===== src/rtl/jtag_asm_pkg.sv =====
// Shared types and geometry helpers for the JTAG frame assembler.
package jtag_asm_pkg;

  localparam int CHUNK_W_DEF    = 30;
  localparam int NUM_CHUNKS_DEF = 27;

  typedef enum logic [1:0] {
    IDLE = 2'd0,
    FILL = 2'd1,
    HOLD = 2'd2
  } state_t;

  // Counter width able to hold the value n itself (not just n-1).
  function automatic int idx_w(input int n);
    return $clog2(n + 1);
  endfunction

endpackage


===== src/rtl/jtag_edge_sync.sv =====
// Synchronises an asynchronous host level and emits a one-cycle pulse on its rising edge.
// Latency: SYNC_STAGES cycles from the level change to the pulse; no backpressure.
module jtag_edge_sync #(
  parameter int SYNC_STAGES = 2
) (
  input  logic clk,
  input  logic rst_n,
  input  logic async_in,
  output logic pulse
);

  logic [SYNC_STAGES-1:0] sync_q;
  logic                   last_q;

  always_ff @(posedge clk or negedge rst_n) begin
    if (!rst_n) begin
      sync_q <= '0;
      last_q <= 1'b0;
    end else begin
      sync_q <= {sync_q[SYNC_STAGES-2:0], async_in};
      last_q <= sync_q[SYNC_STAGES-1];
    end
  end

  assign pulse = sync_q[SYNC_STAGES-1] & ~last_q;

endmodule


===== src/rtl/jtag_frame_assembler.sv =====
// Assembles host JTAG chunks into a frame held until the consumer acks; JTAG_ASM_PARITY_EN adds iPARITY/oPARITY_ERR.
// Latency iPROGRESS edge -> slot write SYNC_STAGES+1 cycles; no backpressure: surplus chunks or chunks during HOLD are dropped and flagged.
module jtag_frame_assembler
  import jtag_asm_pkg::*;
#(
  parameter  int CHUNK_W     = CHUNK_W_DEF,
  parameter  int NUM_CHUNKS  = NUM_CHUNKS_DEF,
  parameter  int SYNC_STAGES = 2,
  localparam int FRAME_W     = CHUNK_W * NUM_CHUNKS,
  localparam int IDX_W       = idx_w(NUM_CHUNKS)
) (
  input  logic               iCLK,
  input  logic               iRESETn,
  input  logic [CHUNK_W-1:0] iDATA,
  input  logic               iPROGRESS,
  input  logic               iFRAME_END,
  input  logic               iFRAME_ACK,
`ifdef JTAG_ASM_PARITY_EN
  input  logic               iPARITY,
  output logic               oPARITY_ERR,
`endif
  output logic [FRAME_W-1:0] oFRAME,
  output logic               oFRAME_VALID,
  output logic [IDX_W-1:0]   oCHUNK_CNT,
  output logic               oBUSY,
  output logic               oOVERFLOW,
  output logic               oSHORT
);

  localparam logic [IDX_W-1:0] FULL = IDX_W'(NUM_CHUNKS);

  // Reset asserts asynchronously but is released in step with iCLK.
  logic [1:0] rst_q;
  logic       rst_n;

  always_ff @(posedge iCLK or negedge iRESETn) begin
    if (!iRESETn) rst_q <= 2'b00;
    else          rst_q <= {rst_q[0], 1'b1};
  end

  assign rst_n = rst_q[1];

  logic prg_pulse;
  logic end_pulse;

  jtag_edge_sync #(.SYNC_STAGES(SYNC_STAGES)) u_prg_sync (
    .clk      (iCLK),
    .rst_n    (rst_n),
    .async_in (iPROGRESS),
    .pulse    (prg_pulse)
  );

  jtag_edge_sync #(.SYNC_STAGES(SYNC_STAGES)) u_end_sync (
    .clk      (iCLK),
    .rst_n    (rst_n),
    .async_in (iFRAME_END),
    .pulse    (end_pulse)
  );

  state_t state;
  state_t state_nxt;

  always_ff @(posedge iCLK or negedge rst_n) begin
    if (!rst_n) state <= IDLE;
    else        state <= state_nxt;
  end

  always_comb begin
    state_nxt = state;
    unique case (state)
      IDLE:    if (prg_pulse)  state_nxt = FILL;
      FILL:    if (end_pulse)  state_nxt = HOLD;
      HOLD:    if (iFRAME_ACK) state_nxt = IDLE;
      default: state_nxt = IDLE;
    endcase
  end

  always_comb begin
    oBUSY        = (state != IDLE);
    oFRAME_VALID = (state == HOLD);
  end

  logic [CHUNK_W-1:0] slot_q [NUM_CHUNKS];
  logic [IDX_W-1:0]   cnt_q;
  logic [IDX_W-1:0]   cnt_nxt;
  logic               ovf_q;
  logic               short_q;
  logic               accept;
  logic               drop;
  logic               commit;
  logic               clear;

  // A commit in the same cycle as a chunk sees the count including that chunk.
  assign accept  = prg_pulse && (state != HOLD) && (cnt_q < FULL);
  assign drop    = prg_pulse && !accept;
  assign commit  = (state == FILL) && end_pulse;
  assign clear   = (state == HOLD) && iFRAME_ACK;
  assign cnt_nxt = cnt_q + IDX_W'(accept);

  always_ff @(posedge iCLK or negedge rst_n) begin
    if (!rst_n) begin
      for (int k = 0; k < NUM_CHUNKS; k++) slot_q[k] <= '0;
    end else if (clear) begin
      for (int k = 0; k < NUM_CHUNKS; k++) slot_q[k] <= '0;
    end else if (accept) begin
      for (int k = 0; k < NUM_CHUNKS; k++) begin
        if (cnt_q == IDX_W'(k)) slot_q[k] <= iDATA;
      end
    end
  end

  always_ff @(posedge iCLK or negedge rst_n) begin
    if (!rst_n) begin
      cnt_q   <= '0;
      ovf_q   <= 1'b0;
      short_q <= 1'b0;
    end else if (clear) begin
      cnt_q   <= '0;
      ovf_q   <= 1'b0;
      short_q <= 1'b0;
    end else begin
      cnt_q <= cnt_nxt;
      if (drop)   ovf_q   <= 1'b1;
      if (commit) short_q <= (cnt_nxt < FULL);
    end
  end

  for (genvar k = 0; k < NUM_CHUNKS; k++) begin : g_frame
    assign oFRAME[k*CHUNK_W +: CHUNK_W] = slot_q[k];
  end

  assign oCHUNK_CNT = cnt_q;
  assign oOVERFLOW  = ovf_q;
  assign oSHORT     = short_q;

`ifdef JTAG_ASM_PARITY_EN
  logic perr_q;

  // Even parity over {iPARITY, iDATA}; the chunk is kept regardless.
  always_ff @(posedge iCLK or negedge rst_n) begin
    if (!rst_n)                             perr_q <= 1'b0;
    else if (clear)                         perr_q <= 1'b0;
    else if (prg_pulse && ^{iPARITY, iDATA}) perr_q <= 1'b1;
  end

  assign oPARITY_ERR = perr_q;
`endif

endmodule


===== config.mk =====
export PLATFORM = sky130hd
export DESIGN_NAME = jtag_frame_assembler
export DESIGN_NICKNAME = d
export VERILOG_FILES = /design/src/rtl/jtag_asm_pkg.sv /design/src/rtl/jtag_edge_sync.sv /design/src/rtl/jtag_frame_assembler.sv
export SDC_FILE = /design/constraint.sdc
export NUM_CORES = 1
export LEC_CHECK = 0
export ABC_AREA = 1
export BUFFER_PORTS_ARGS = -buffer_cell sky130_fd_sc_hd__buf_2
export CAP_MARGIN = 20
export CORE_AREA = 2 2 336 338
export CTS_CLUSTER_DIAMETER = 200
export DETAILED_ROUTE_END_ITERATION = 7
export DIE_AREA = 0 0 338 340
export PLACE_DENSITY = 0.54
export SETUP_SLACK_MARGIN = 0.3
export SLEW_MARGIN = 20
export SYNTH_ARGS = -nofsm -noshare
export SYNTH_HDL_FRONTEND = slang
export SYNTH_SLANG_ARGS = --single-unit

===== constraint.sdc =====
create_clock -name iCLK -period 65.4 [get_ports iCLK]
set_clock_uncertainty 0.15 [all_clocks]
set_input_delay 3.27 -clock iCLK [delete_from_list [all_inputs] [get_ports iCLK]]
set_output_delay 3.27 -clock iCLK [all_outputs]
set_load 0.01 [all_outputs]

; ---- Yosys cells after proc, flatten, opt, wreduce, memory -nomap -nowiden
; Cells that the tools add are included.
[word_totals]
reg_bits = 827
inputBits = 35
out_inout_bits = 819
elab_cells = 180
[classes]
add_sub_neg = 1
order_cmp = 2
eq_ne = 32
muxes = 38
n_bitwise = 4
reduce_logical = 67
[op_table]
columns = cell, count
row1 = $mux 810, 2
row2 = $mux 30, 27
row3 = $reduce_bool 2->1, 31
row4 = $eq 5x5->1 const B, 11
row5 = $reduce_and 2->1, 27
row6 = $eq 5x4->1 const B, 8
row7 = $eq 5x3->1 const B, 4
row8 = $eq 5x2->1 const B, 2
row9 = $lt 5x5->1 const B, 2
row10 = $ne 2x2->1 const B, 4
row11 = $mux 2, 3
row12 = $pmux 2 s3, 1
row13 = $add 5x1->5, 1
row14 = $eq 5x1->1 const B, 1
row15 = $logic_and 1x1->1, 5
row16 = $logic_not 5->1, 1
row17 = $mux 5, 1
row18 = $mux 1, 4
row19 = $reduce_and 3->1, 1
row20 = $and 1x1->1, 2
row21 = $eq 2x1->1 const B, 1
row22 = $eq 2x2->1 const B, 1
row23 = $logic_not 2->1, 1
row24 = $not 1->1, 2
row25 = $logic_not 1->1, 1

; ---- Logic depth before layout (Yosys ltp)
[logic_depth]
depth_word = 8
depth_mapped = 15
ltp_nobuf = 13

; ---- Cells and area by module
; A second synthesis with hierarchy kept.
[unflattened]
hier_cells = 3746
area_unflattened_um2 = 32257.2
[by_module_without_submodules]
columns = mod, n_inst, cells_each, area_per_inst_um2, seq_area_each_um2
row1 = jtag_frame_assembler, 1, 3736, 32087.0, 20544.7
row2 = jtag_edge_sync, 2, 5, 85.1, 75.1

; ---- Least setup slack after synthesis
; Ideal clock, no wire load.
[synth_timing]
path_type = input to register
startpoint = input iFRAME_ACK
endpoint = register slot_q (netlist bit oFRAME[390])
t_arrival_ns = 4.074
t_required_ns = 65.132
slack_ns = 61.058
stages = 7
n_path_buf = 4
cell_sequence = nand2_2 > buf_4 > buf_4 > buf_4 > buf_4 > nand3_1 > nand2_1
[synth_between]
elab_chain_len = 3
word_cells_on_any_way = 5
classes_between = mux: 1 / reduce/logical: 4
[synth_rtl]
columns = element, line_no
row1 = "start, declared", jtag_frame_assembler.sv:17  ; input logic iFRAME_ACK,
row2 = $logic_and 1x1->1 *, jtag_frame_assembler.sv:97  ; assign clear = (state == HOLD) && iFRAME_ACK;
row3 = $reduce_bool 2->1 (no source line), --
row4 = $reduce_and 2->1 (no source line), --
row5 = "end signal, assigned by index", jtag_frame_assembler.sv:107  ; if (cnt_q == IDX_W'(k)) slot_q[k] <= iDATA;
row6 = "end, declared", jtag_frame_assembler.sv:83  ; logic [CHUNK_W-1:0] slot_q [NUM_CHUNKS];
; Mark *: on every way between the ends. The rest lies on a longest branch, timed or not.
; A chain may end at the register's enable or synchronous reset.

; ---- Final worst setup path
[layout_timing]
startpoint = input iFRAME_ACK
endpoint = register slot_q (netlist bit oFRAME[745])
; Same word-level chain as after synthesis.

==> impl.org <==
** Outcome
- The run finished with clean final reports.

** Critical path
- Critical setup path kind :: in -> reg
- Along the worst path, the maximum fanout reaches between 100 and 150.
- The worst register-to-register path has a depth of 3.
- The worst register-to-register path begins at rst_q[1]$_DFF_PN0_.
- The endpoint identified for the worst register-to-register timing path is oFRAME[50]$_DFFE_PN0P_.
- Required time of the critical path :: 65,840 ps
- At the worst endpoint, the arrival time is about 6000 ps.
- The worst setup path is launched from a primary input.
- Reg2reg setup slack :: 61,760 ps
- STA classifies the critical path endpoint as a register.

** Final layout
- Layout overhead on the synthesized area :: 25.31%
- The post-route netlist has around a quarter of its cells at a drive strength greater than 1.
- Count of fill cells added during filler insertion :: between 10,000 and 15,000
- Final std cells w/o fill :: 6,065
- For this run, the post-layout net count is ~4,500.

** Synth
- The Yosys step of the flow raised 0 warnings.
- Dominant cell type by area after synthesis :: sky130_fd_sc_hd__dfrtp_1
- Number of enable-type register cells in the synthesized netlist :: 0
- Synthesis instantiated 24 different standard cells from the library.
- Most numerous cell types in the synthesized netlist :: sky130_fd_sc_hd__nand2_1 (2,291), sky130_fd_sc_hd__dfrtp_1 (827), sky130_fd_sc_hd__nand3_1 (245)
- Most common flop cell mapped by yosys :: sky130_fd_sc_hd__dfrtp_1
- Of the synthesized area, sequential elements account for a little over three fifths.
- Of all flip-flops after synthesis, the portion carrying an async set or reset was between 90% and 100%.
- Yosys reg bits :: 827
- Of the post-synthesis cell area, the dominant cell type holds 62.82%.
- A synthesized cell averages 8.777 µm².
- The number of nets in the synthesized netlist is 3,790.
- By area the synthesized netlist is led by sky130_fd_sc_hd__dfrtp_1 (63%), sky130_fd_sc_hd__nand2_1 (26%), sky130_fd_sc_hd__nand3_1 (3.7%).
- In the post-synthesis netlist, the cell with the most instances is sky130_fd_sc_hd__nand2_1.
- Synth Cell Area :: 32,940 µm²
- The cell count after synthesis came out at roughly 3,800.

** Clock network
- CTS saw approximately 830 sinks.
- Total number of H-tree levels :: 3
- Gates resized during post-CTS repair numbered 0.
- Clock buffer count from CTS :: 93
- Hold bufs inserted after CTS :: 0
- Clock-pin slew was measured on the worst setup and hold paths at 60 ps.
- After clock tree synthesis, the setup repair step added 0 buffers.
- CTS tree :: done
- Buffers from clock root to sink, at most :: 3
- Root buffer cell :: sky130_fd_sc_hd__clkbuf_16
- Insertion delay of the later-clocked pin in the worst-skew pair :: 670 ps

** Placed design
- Number of port buffers :: 853
- Summed over all nets, the half-perimeter wirelength after detailed placement is 90.70 mm.
- At the end of routability-driven placement, the weighted congestion stood at approximately 0.80.
- Number of placed instances, taps included :: approximately 6,000

** Hold path
- Count of cells along the worst hold path :: 0
- The worst hold path terminates at u_prg_sync.sync_q[1]$_DFF_PN0_.
- The min-delay analysis places its worst path in the category reg -> reg.
- Startpoint of the most critical hold path :: u_prg_sync.sync_q[0]$_DFF_PN0_

** Route
- In the routed design, unresolved DRC markers number 0.
- In the final routed layout, each cell accounts on average for 22.95 µm.
- Using the TritonRoute via totals, the vias-per-cell ratio works out to 4.606.
- Summed over all layers, the routed wires come to 139.2 mm.
- The first detailed-routing pass took 5 iterations.
- Vias post-DR :: about 28,000
- After the first detailed-routing iteration, the DRC count stood at 2,273.
- In this run the remaining antenna-violating nets after routing total 0.

** STA
- Headroom to the max-slew limit :: 25.47%
- The routed design could run at a clock period as short as 5651 ps.
- Dividing the final minimum period by the clock period gives 8.640%.
- Final Max Tran Viols :: 0
- Number of failing hold endpoints at the final stage :: 0
- For the pin with the worst max-slew slack, the measured transition is 1118 ps.
- Achievable Freq :: 0.1770 GHz
- Setup violations remaining at the end of the flow were counted as 0.
- Total Negative Setup Slacks :: 0 ps
- RSZ-0062 raised after global routing :: no

** Floorplanning
- Placeable core region :: 111,600 µm²
- Ports placed on the boundary :: 854
- Die Outline Area :: 114,900 µm²
- Once the floorplan was initialized, standard cells occupied 29.52% of the core.
- Measured along the y axis, the die boundary spans around 340 µm.
- The die is 338 µm wide.
- Number of placement rows :: about 120

** Job
- # Max-Cap Violations :: 0

** Global route
- Initial antenna violation count :: 5
- The number of global-route vias before repair came to ~27,000.
- The first global-routing pass estimated 196.8 mm of wire.
- Maximum number of pins on one net before global-route repair :: 167
- In the global route stage, overall resource usage came out at about a quarter.
- Total grt overflow :: 0

** Pwr
- Leak Pwr :: 25.26 nW
- For this design the ratio of total power to cell area is 46.88 nW/µm².
- Maximum resistive drop on vdd :: between 0.02 and 0.025 mV
-- critical path, stage by stage --
cell and delay, ps:
sky130_fd_sc_hd__buf_2 140, sky130_fd_sc_hd__nand2_8 490, sky130_fd_sc_hd__buf_12 460, sky130_fd_sc_hd__buf_4 630, sky130_fd_sc_hd__nand2_1 150, sky130_fd_sc_hd__inv_2 580
sky130_fd_sc_hd__nand2_1 110, sky130_fd_sc_hd__nand2_1 100
-- power breakdown --
part / leakage [nW] / internal (mW) / switching [mW] / total (mW)
registers: 11.2 / 0.690 / 0.101 / 0.791
logic: 12.4 / 0.200 / 0.386 / 0.586
clock network: 1.62 / 0.329 / 0.229 / 0.558
total: 25.3 / 1.22 / 0.716 / 1.94
-- final cells by class --
type,count,area [µm²],area share (%)
Antenna cell,2,5.005,0.01212
Clock buffer,138,2839,6.877
Clock inverter,33,429.2,1.040
Inverter,55,206.4,0.5001
Multi-Input combinational cell,2611,10520,25.49
Sequential cell,827,20700,50.14
Tap cell,1500,1877,4.547
Timing Repair Buffer,899,4702,11.39
-- registers in the layout (all words and copies together) (netlist names) --
signal / cells
oCHUNK_CNT: 5
oFRAME: 810
oOVERFLOW: 1
oSHORT: 1
rst_q: 2
state: 2
u_end_sync.last_q: 1
u_end_sync.sync_q: 2
u_prg_sync.last_q: 1
u_prg_sync.sync_q: 2
-- worst max path at each step --
stage / from / endpoint
after detailed placement: iFRAME_ACK / oFRAME[325]$_DFFE_PN0P_
after CTS: iFRAME_ACK / oFRAME[325]$_DFFE_PN0P_
after floorplan: rst_q[1]$_DFF_PN0_ / oCHUNK_CNT[0]$_DFF_PN0_
after global placement: iFRAME_ACK / oFRAME[685]$_DFFE_PN0P_
final: iFRAME_ACK / oFRAME[745]$_DFFE_PN0P_
after global routing: iFRAME_ACK / oFRAME[265]$_DFFE_PN0P_
-- per-layer routing --
| layer | GRT usage (%) | part of all wire [%] | vias to the layer above |
|---|---|---|---|
| li1 | - | - | 12865 |
| met3 | 7.572 | 9.7 | 217 |
| met1 | 29.92 | 41 | 13650 |
| met2 | 37.59 | 46 | 1205 |
| met4 | 8.852 | 3.8 | 0 |
| met5 | 0 | 0 | - |
-- cells in the final DEF (no fill, tap or decap), drive strengths merged --
cell      count
conb          1
nor2         39
clkinvlp      2
diode         2
nand4         2
dfrtp       827
buf         899
nand2      2315
o31ai         1
nand3       245
clkbuf      138
or2           1
clkinv       31
a21oi         4
inv          48
ha            2
o22ai         1
bufinv        7
-- per-stage QoR --
step | power, mW | setup WS, ps | area [µm²] | hold slack [ps] | util [%]
2_1_floorplan | 1.074 | 40490 | 32940 | 181.2 | -
3_3_place_gp | 1.375 | 58970 | 37950 | 186.1 | 34.01
3_5_place_dp | 1.386 | 58980 | 38010 | 187.2 | 34.06
4_1_cts | 1.949 | 59710 | 41270 | 201.5 | 36.99
5_1_grt | 2.044 | 59460 | 41270 | 205.5 | 36.99
6_report | 1.935 | 59750 | 41280 | 198.9 | 37.00
-- cell families (layout without fill, tap and decap cells) --
family,Yosys count,after routing,share of synthesized area [%]
flops,827,827,62.82
other cells,1,3,0.01138
compound gates,6,6,0.1026
simple gates,2602,2602,31.35
fa+ha+maj,2,2,0.07595
buf+inv,315,1125,5.640
Note: power is estimated with default switching activity, not from simulation.
